--- config.mk ---
export PLATFORM = sky130hd
export DESIGN_NAME = kr580_port_timer
export DESIGN_NICKNAME = d
export VERILOG_FILES = /design/src/rtl/kr580_pkg.sv /design/src/rtl/kr580_prescaler.sv /design/src/rtl/kr580_port_timer.sv
export SDC_FILE = /design/constraint.sdc
export NUM_CORES = 1
export LEC_CHECK = 0
export BUFFER_PORTS_ARGS = -buffer_cell sky130_fd_sc_hd__buf_2
export CORE_MARGIN = 1.5
export CORE_UTILIZATION = 62
export CTS_CLUSTER_SIZE = 10
export DETAILED_ROUTE_END_ITERATION = 6
export PLACE_DENSITY = 0.89
export SETUP_SLACK_MARGIN = 0.02
export SYNTH_ARGS = -nofsm -noshare
export SYNTH_HDL_FRONTEND = slang
export SYNTH_SLANG_ARGS = --single-unit
--- constraint.sdc ---
create_clock -name clock -period 3.9 [get_ports clock]
set_input_delay 0.585 -clock clock [delete_from_list [all_inputs] [get_ports clock]]
set_output_delay 0.585 -clock clock [all_outputs]
set_load 0.05 [all_outputs]
--- src/rtl/kr580_pkg.sv ---
// Shared definitions for KR580 port-mapped peripherals: port offsets within a
// peripheral's window and the timer's ctrl/status bit positions.
package kr580_pkg;

  typedef enum logic [2:0] {
    OFS_RELOAD_LO = 3'd0,
    OFS_RELOAD_HI = 3'd1,
    OFS_CTRL      = 3'd2,
    OFS_STATUS    = 3'd3,
    OFS_LATCH_LO  = 3'd4,
    OFS_LATCH_HI  = 3'd5
  } port_ofs_e;

  localparam logic [7:0] NUM_PORTS = 8'd6;

  localparam int CTRL_EN   = 0;
  localparam int CTRL_AUTO = 1;
  localparam int CTRL_IE   = 2;

  localparam int STAT_PEND = 0;

endpackage

--- src/rtl/kr580_prescaler.sv ---
// Clock prescaler: counts 0..PRESCALE-1 while enabled and pulses tick on the
// cycle it wraps back to 0; held at 0 while disabled or cleared.
module kr580_prescaler #(
  parameter int PRESCALE = 16
) (
  input  logic clock,
  input  logic reset_n,
  input  logic en,
  input  logic clr,
  output logic tick
);

  localparam int            W    = $clog2(PRESCALE);
  localparam logic [W-1:0]  LAST = W'(PRESCALE - 1);

  logic [W-1:0] r_cnt;

  // A clear on the wrap cycle suppresses the tick: the clearing write wins.
  assign tick = en & ~clr & (r_cnt == LAST);

  always_ff @(posedge clock or negedge reset_n) begin
    if (!reset_n) begin
      r_cnt <= '0;
    end else if (clr || !en || tick) begin
      r_cnt <= '0;
    end else begin
      r_cnt <= r_cnt + W'(1);
    end
  end

endmodule

--- src/rtl/kr580_port_timer.sv ---
// KR580 port-mapped interval timer and interrupt source (6-port window at BASE).
// Defining KR580_TIMER_LATCH_EN adds a count snapshot latch readable at +4/+5.
module kr580_port_timer
  import kr580_pkg::*;
#(
  parameter logic [7:0] BASE     = 8'h40,
  parameter int         PRESCALE = 16
) (
  input  logic       clock,
  input  logic       reset_n,
  input  logic [7:0] pa,
  input  logic [7:0] po,
  input  logic       pw,
  output logic [7:0] pi,
  output logic       intr
);

  logic [7:0]  w_ofs;
  logic        w_hit;
  port_ofs_e   w_sel;
  logic        w_wr_lo;
  logic        w_wr_hi;
  logic        w_wr_ctrl;
  logic        w_wr_stat;
  logic        w_tick;
  logic        w_expire;

  logic [15:0] r_reload;
  logic [15:0] r_count;
  logic [2:0]  r_ctrl;
  logic        r_pend;
  logic        r_intr;

  // Offset arithmetic wraps mod 256, so a window straddling 8'hFF decodes naturally.
  assign w_ofs     = pa - BASE;
  assign w_hit     = (w_ofs < NUM_PORTS);
  assign w_sel     = port_ofs_e'(w_ofs[2:0]);

  assign w_wr_lo   = pw & w_hit & (w_sel == OFS_RELOAD_LO);
  assign w_wr_hi   = pw & w_hit & (w_sel == OFS_RELOAD_HI);
  assign w_wr_ctrl = pw & w_hit & (w_sel == OFS_CTRL);
  assign w_wr_stat = pw & w_hit & (w_sel == OFS_STATUS);

  kr580_prescaler #(
    .PRESCALE (PRESCALE)
  ) u_prescaler (
    .clock   (clock),
    .reset_n (reset_n),
    .en      (r_ctrl[CTRL_EN]),
    .clr     (w_wr_hi),
    .tick    (w_tick)
  );

  assign w_expire = w_tick & (r_count == 16'd0);

  always_ff @(posedge clock or negedge reset_n) begin
    if (!reset_n) begin
      r_reload <= '0;
      r_count  <= '0;
      r_ctrl   <= '0;
      r_pend   <= 1'b0;
      r_intr   <= 1'b0;
    end else begin
      if (w_wr_lo) r_reload[7:0]  <= po;
      if (w_wr_hi) r_reload[15:8] <= po;

      if (w_wr_hi)       r_count <= {po, r_reload[7:0]};
      else if (w_expire) r_count <= r_reload;
      else if (w_tick)   r_count <= r_count - 16'd1;

      // A CPU ctrl write overrides the one-shot self-disable on the same edge.
      if (w_wr_ctrl)                              r_ctrl <= po[2:0];
      else if (w_expire && !r_ctrl[CTRL_AUTO])    r_ctrl[CTRL_EN] <= 1'b0;

      if (w_expire)                          r_pend <= 1'b1;
      else if (w_wr_stat && po[STAT_PEND])   r_pend <= 1'b0;

      r_intr <= r_pend & r_ctrl[CTRL_IE];
    end
  end

  assign intr = r_intr;

`ifdef KR580_TIMER_LATCH_EN
  logic [15:0] r_latch;
  logic        w_wr_latch;

  assign w_wr_latch = pw & w_hit & (w_sel == OFS_LATCH_LO);

  always_ff @(posedge clock or negedge reset_n) begin
    if (!reset_n) begin
      r_latch <= '0;
    end else if (w_wr_latch) begin
      r_latch <= r_count;
    end
  end
`endif

  always_comb begin
    pi = 8'h00;
    if (w_hit) begin
      case (w_sel)
        OFS_RELOAD_LO: pi = r_reload[7:0];
        OFS_RELOAD_HI: pi = r_reload[15:8];
        OFS_CTRL:      pi = {5'b0, r_ctrl};
        OFS_STATUS:    pi = {7'b0, r_pend};
`ifdef KR580_TIMER_LATCH_EN
        OFS_LATCH_LO:  pi = r_latch[7:0];
        OFS_LATCH_HI:  pi = r_latch[15:8];
`endif
        default:       pi = 8'h00;
      endcase
    end
  end

endmodule

==> impl_metrics.csv, run 1 <==
group,metric,value,unit
run_status,status,"finished, final reports clean",
logic_synthesis,ys_types,48,
timing,clock_skew,0.00766,ns
floorplan,start_util,64.1,%
clock_tree,cts.path.max_buffers,2,
worst_setup_path,critPathKind,"flop to flop",
timing,max_freq,336,MHz
timing,hold_viol,0,
route,wl_per_cell,18.1,µm
timing,slew_headroom,40.1,%
global_route,grt_usage,31.1,%
logic_synthesis,synth_ff_type,"dfrtp_1",
worst_setup_path,cp.required,4.08,ns
finish,utilization,70.5,%
logic_synthesis,synth_top_family_by_area,"simple AND/OR/NAND/NOR gates",
clock_tree,path_clk_slew,0.08,ns
global_route,grt_pass1_wl,9900,µm
placed_design,place_inst,316,
logic_synthesis,synthesis.nets,276,
placed_design,dp_hpwl,3970,µm
worst_setup_path,cp_max_fo,14,
logic_synthesis,synth_warnings,0,
placed_design,gp_congestion,0.947,
logic_synthesis,ys_seq_elements,41,
clock_tree,post_cts_buffers,0,
worst_setup_path,startpoint,"r_count[0]",
floorplan,ios,28,
clock_tree,clk_latency,0.30,ns
global_route,grt_overflow_total,0,
power_and_ir_drop,power_per_cell_area,312,nW/µm²
finish,area_delta_synth_final,9.91,%
logic_synthesis,avgSynthCellArea,9.25,µm²
timing,setup_viol,0,
worst_setup_path,end_kind,"flop",
route,drtAntennaViolNets,0,
power_and_ir_drop,clock_power_share,32.6,%
clock_tree,cts_tree,"done",
timing,drv_slew,0,
worst_setup_path,slowest_delay,0.68,ns
min_path,hold_path_class,"primary input to asynchronous set/reset pin",
finish,nFillCells,281,
clock_tree,cts-buffers-inserted,5,
floorplan,fp.dieW,64.5,µm
power_and_ir_drop,power_leakage,1.14,nW
worst_setup_path,r2r_slack,0.92,ns
finish,final_common_cell,"dfrtp_1",
logic_synthesis,syn-cell-area,2350,µm²
route,num_vias,2165,
worst_setup_path,cp-start-kind,"flop",
finish,final_cell_mix,"dfrtp_1, nand2_1, buf_2",
route,drcViolationCount,0,
clock_tree,holdBufCountCts,0,
worst_setup_path,arrival,3.16,ns
job,drv_cap,0,
power_and_ir_drop,internal-power,600,µW
timing,worst_slew_pin_slew,0.899,ns
worst_setup_path,timing.rr.start,"r_count[0]",
power_and_ir_drop,swShare,25.6,%
route,routed_wl,5860,µm
clock_tree,clock_sinks,41,
clock_tree,post_cts_resized,0,
timing,finalCritPeriodShare,76.4,%
worst_setup_path,rr_worst_depth,7,
floorplan,placement_rows,22,
finish,drive_gt1_share,18.8,%
logic_synthesis,synth_fa_ha_area_share,1.60,%
power_and_ir_drop,switchingPower,207,µW
power_and_ir_drop,power_frac_comb,9.2,%
logic_synthesis,ys_top_cells_by_area,"dfrtp_1, nand2_1, mux2_2",
floorplan,die_area,4170,µm²
finish,diodes,0,
worst_setup_path,r2r_end,"r_count[14]",
clock_tree,root_buffer,"clkbuf_8",
global_route,grt_antenna_before_repair,0,
placed_design,portBuffers,27,
finish,nets,297,
finish,final_cells,324,
route,drt-initial-drc-count,180,
logic_synthesis,synth-simple-area-share,24.4,%
logic_synthesis,synth-xor-area-share,0.746,%
floorplan,core,3660,µm²
logic_synthesis,yosysTopAreaCell,"dfrtp_1",
global_route,grt_pass1_vias,2019,
floorplan,die_h,64.5,µm
route,dr.pass1.iters,5,
timing,fin_crit,2.98,ns
power_and_ir_drop,vdd_drop_max,337,µV
timing,tns,0,ns
logic_synthesis,synth_top_area_share,43.7,%
logic_synthesis,syn_inst,254,
route,drt-vias-per-instance,6.68,
logic_synthesis,synth_compound_area_share,17.2,%
logic_synthesis,synth-edff-count,0,
global_route,grt_max_degree,42,
worst_setup_path,crit_family,"simple AND/OR/NAND/NOR gates",
timing,rsz0062_at_grt,"no",
logic_synthesis,ys_seq_area_share,43.7,%
power_and_ir_drop,seq_power_share,58.2,%
worst_setup_path,cp_slowest_cell,"o21ai_0",
worst_setup_path,path_cells,"inv_1, ha_1, nor4b_1, nand4_1, o21ai_0, a21oi_1, o22a_1",
logic_synthesis,synthMuxAreaShare,9.16,%
logic_synthesis,synth-async-reset-ratio,100,%
worst_setup_path,cp_num_buf_inv,1,
clock_tree,h-tree-depth,2,
==> layout make-up <==
cell class | instances | area [µm²] | area share [%]
clock inverter | 2 | 10.0 | 0.388
inverter | 4 | 15.0 | 0.582
clock buffer | 6 | 72.6 | 2.81
sequential | 41 | 1030 | 39.7
timing repair buffer | 29 | 150 | 5.82
multi-input combinational | 194 | 1250 | 48.3
tap | 48 | 60.1 | 2.33
==> cell usage after synthesis, types with 3 or more instances <==
cell type	n
dfrtp_1	41
nand2_1	35
a21oi_1	19
nor2_1	18
o21ai_0	13
clkbuf_1	11
mux2_2	10
nor3_1	10
mux2i_1	8
nor4_1	8
o22ai_1	8
nand3_1	7
inv_1	4
nand4_1	4
or3_1	4
a2bb2oi_1	3
a31oi_1	3
buf_2	3
ha_1	3
nor2b_1	3
or4_1	3
==> state kept, by name (all words and copies together), names as in the netlist <==
register / cells
r_pend: 1
intr: 1
r_reload: 16
r_count: 16
r_ctrl: 3
u_prescaler.r_cnt: 4
==> through the flow <==
| stage | total power, mW | cell area (µm²) | hold slack, ns | setup slack, ns |
|---|---|---|---|---|
| 2_1_floorplan | 0.514 | 2350 | 0.289 | 0.871 |
| 3_3_place_gp | 0.545 | 2500 | 0.482 | 1.32 |
| 3_5_place_dp | 0.549 | 2500 | 0.490 | 1.11 |
| 4_1_cts | 0.807 | 2580 | 0.443 | 1.05 |
| 5_1_grt | 0.844 | 2580 | 0.485 | 0.778 |
| 6_report | 0.807 | 2580 | 0.411 | 0.921 |
==> worst reg2reg max path, stage by stage (launching register included) <==
cell     delay (ns)
dfrtp_1        0.43
inv_1          0.11
ha_1           0.15
nor4b_1        0.53
nand4_1        0.67
o21ai_0        0.68
a21oi_1        0.09
o22a_1         0.21
==> per-layer routing <==
layer	routed length, µm	track usage (%)
met5	0	0
met1	2330	42.4
met3	529	7.47
met2	2780	47.8
met4	222	13.6
==> power groups by stage <==
stage	Combinational, mW	Sequential, mW	Clock [mW]
detailed placement	0.0735	0.476	0
global placement	0.0707	0.474	0
CTS	0.0741	0.467	0.265
finish	0.0745	0.469	0.263
global route	0.0833	0.471	0.289
floorplan	0.0472	0.466	0
==> worst max path at each step <==
| stage | to | slack, ns | cells past startpoint |
|---|---|---|---|
| after floorplan | pi[3] | 0.87 | 4 |
| after global placement | r_count[14] | 1.32 | 7 |
| after detailed placement | r_count[14] | 1.11 | 7 |
| after CTS | r_count[14] | 1.05 | 7 |
| after global routing | r_count[14] | 0.78 | 7 |
| final | r_count[14] | 0.92 | 7 |
==> kinds of logic (layout without fill, tap and decap cells) <==
kind of cell,after synthesis,count (layout)
buffers and inverters,19,41
flip-flops,41,41
multiplexers,19,19
AO/OA/AOI/OAI,64,64
AND/OR/NAND/NOR,106,106
XOR/XNOR,2,2
adder cells (fa/ha/maj),3,3
Note: power is estimated with default switching activity, not from simulation.
==> run 2: changes to the inputs <==
Settings changed: ABC_AREA from default to 1, CORE_UTILIZATION 62 to 53, PLACE_DENSITY 0.89 to 0.81.
Clock period 3.9 ns to 2.5 ns, I/O delays scaled along.
==> run 2 against run 1 <==
Against the previous run: core utilization down 10 points; die area up 27%; first-iteration DRC count increased by 52%; hold slack worse by 0.19 ns; global-route usage shrank 5.8 points; clock-buffer cell count is 1 lower; sequential share of layout area is 3.6 points lower; critical path type unchanged; critical endpoint is now r_count[3]; largest cell class unchanged.
==> impl_metrics.csv, run 2 <==
group,metric,value,unit
run_status,status,"finished, final reports clean",
logic_synthesis,ys_types,30,
worst_setup_path,end_kind,"flop",
worst_setup_path,cp-start-kind,"flop",
clock_tree,path_clk_slew,0.08,ns
logic_synthesis,ys_seq_area_share,39.7,%
clock_tree,cts-buffers-inserted,5,
worst_setup_path,timing.rr.start,"r_count[0]",
worst_setup_path,r2r_slack,0.54,ns
clock_tree,cts_tree,"done",
global_route,grt_usage,25.3,%
placed_design,dp_hpwl,4460,µm
finish,seq_area,1030,µm²
route,routed_wl,6010,µm
route,drcViolationCount,0,
worst_setup_path,arrival,2.15,ns
placed_design,portBuffers,27,
clock_tree,root_buffer,"clkbuf_8",
clock_tree,h-tree-depth,2,
logic_synthesis,synth_top_area_share,39.7,%
finish,final_cell_mix,"nand2_1, inv_1, nor2_1",
placed_design,gp_congestion,0.970,
logic_synthesis,synth_warnings,0,
finish,area_delta_synth_final,9.82,%
clock_tree,cts.path.max_buffers,2,
finish,drive_gt1_share,13.6,%
min_path,hold_path_class,"primary input to asynchronous set/reset pin",
timing,clock_skew,0.00562,ns
logic_synthesis,synth_ff_type,"dfrtp_1",
floorplan,start_util,54.8,%
floorplan,ios,28,
timing,hold_viol,0,
logic_synthesis,synthTopCellsByCount,"nand2_1, inv_1, nor2_1, dfrtp_1, nand3_1",
global_route,grt_pass1_wl,10300,µm
power_and_ir_drop,power_per_cell_area,826,nW/µm²
global_route,grt_overflow_total,0,
placed_design,placed_cell_area,2760,µm²
logic_synthesis,syn-cell-area,2590,µm²
route,num_vias,2395,
logic_synthesis,yosysTopAreaCell,"dfrtp_1",
finish,reg.largest.list,"r_count x16, r_reload x16, u_prescaler.r_cnt x4",
finish,multiInputGateArea,1270,µm²
route,dr.pass1.iters,5,
logic_synthesis,synth.most_common_cell,"nand2_1",
timing,finalCritPeriodShare,78.5,%
floorplan,placement_rows,25,
clock_tree,post_cts_buffers,0,
floorplan,die_area,5310,µm²
logic_synthesis,avgSynthCellArea,6.90,µm²
timing,fin_crit,1.96,ns
finish,nFillCells,428,
floorplan,core,4720,µm²
timing,rsz0062_at_grt,"no",
global_route,grt_max_degree,42,
global_route,grt_antenna_before_repair,0,
logic_synthesis,ys_seq_elements,41,
route,drt-initial-drc-count,273,
finish,final_cells,471,
timing,drv_slew,0,
finish,diodes,0,
worst_setup_path,cp.required,2.69,ns
finish,nets,425,
timing,tns,0,ns
worst_setup_path,rr_worst_depth,11,
logic_synthesis,ys_top_cells_by_area,"dfrtp_1, nand2_1, inv_1",
timing,max_freq,510,MHz
logic_synthesis,syn_inst,375,
finish,finalInstanceArea,2840,µm²
worst_setup_path,r2r_end,"r_count[3]",
floorplan,die_h,72.9,µm
route,wl_per_cell,12.8,µm
logic_synthesis,synth-async-reset-ratio,100,%
clock_tree,holdBufCountCts,0,
logic_synthesis,synth-edff-count,0,
finish,final_common_cell,"nand2_1",
clock_tree,clk_latency,0.30,ns
logic_synthesis,synthesis.nets,397,
worst_setup_path,cp_max_fo,11,
route,drtAntennaViolNets,0,
power_and_ir_drop,power_leakage,1.55,nW
power_and_ir_drop,vdd_drop_max,347,µV
job,drv_cap,0,
floorplan,fp.dieW,72.9,µm
power_and_ir_drop,total_power,2.35,mW
placed_design,place_inst,463,
timing,setup_viol,0,
clock_tree,clock_sinks,41,
worst_setup_path,critPathKind,"flop to flop",
clock_tree,post_cts_resized,0,
timing,slew_headroom,37.2,%
route,drt-vias-per-instance,5.08,
timing,worst_slew_pin_slew,0.941,ns
global_route,grt_pass1_vias,2293,
run 2: worst max-delay path, stage by stage, from the launching register on:
cell     delay (ns)
dfrtp_1        0.39
inv_1          0.17
ha_1           0.20
nand2_1        0.06
nor2_1         0.10
nand3_1        0.09
nor2_2         0.15
nand4_2        0.18
nand2_2        0.26
nand2_1        0.08
nand3_1        0.12
nand2_1        0.06
run 2: worst max-delay path by stage:
| stage | start | to | slack (ns) | cells past startpoint |
|---|---|---|---|---|
| 2_1_floorplan | pa[1] | pi[5] | 0.51 | 3 |
| 3_3_place_gp | pa[1] | r_count[0] | 0.53 | 9 |
| 5_1_grt | r_count[0] | r_count[6] | 0.29 | 11 |
| 6_report | r_count[0] | r_count[3] | 0.54 | 11 |
| 4_1_cts | r_count[0] | r_count[3] | 0.57 | 11 |
| 3_5_place_dp | pa[1] | r_count[9] | 0.52 | 9 |
run 2: layout make-up:
type                            count  share of cell area [%]
Multi-Input combinational cell    266                    44.8
Sequential cell                    41                    36.1
Inverter                           61                    8.06
Timing Repair Buffer               28                    5.02
Tap cell                           67                    2.95
Clock buffer                        5                    2.42
Clock inverter                      3                   0.616
run 2: where the power goes:
part           internal [mW]  leakage [nW]  switching, mW
clock network          0.193        0.0439          0.247
logic                  0.349          1.01          0.571
registers              0.818         0.493          0.169
total                   1.36          1.55          0.987
run 2: per-layer routing:
layer / GRT usage (%) / wire length (µm)
met5: 0 / 0
met2: 41.1 / 2710
met1: 34.9 / 2890
met3: 4.14 / 330
met4: 7.76 / 79
run 2: through the flow:
stage | worst slack, ns | hold WS [ns] | utilization [%]
finish | 0.539 | 0.216 | 60.2
global placement | 0.534 | 0.447 | 58.3
floorplan | 0.512 | 0.0794 | -
detailed placement | 0.521 | 0.451 | 58.3
global route | 0.295 | 0.306 | 60.2
CTS | 0.567 | 0.251 | 60.2
run 2: kinds of logic (layout without fill, tap and decap cells):
kind of cell / Yosys count / after routing / synth area share [%]
flops: 41 / 41 / 39.7
fa+ha+maj: 3 / 3 / 1.45
buf+inv: 68 / 97 / 11.1
compound gates: 36 / 36 / 7.69
xor+xnor: 10 / 10 / 3.39
simple gates: 217 / 217 / 36.7
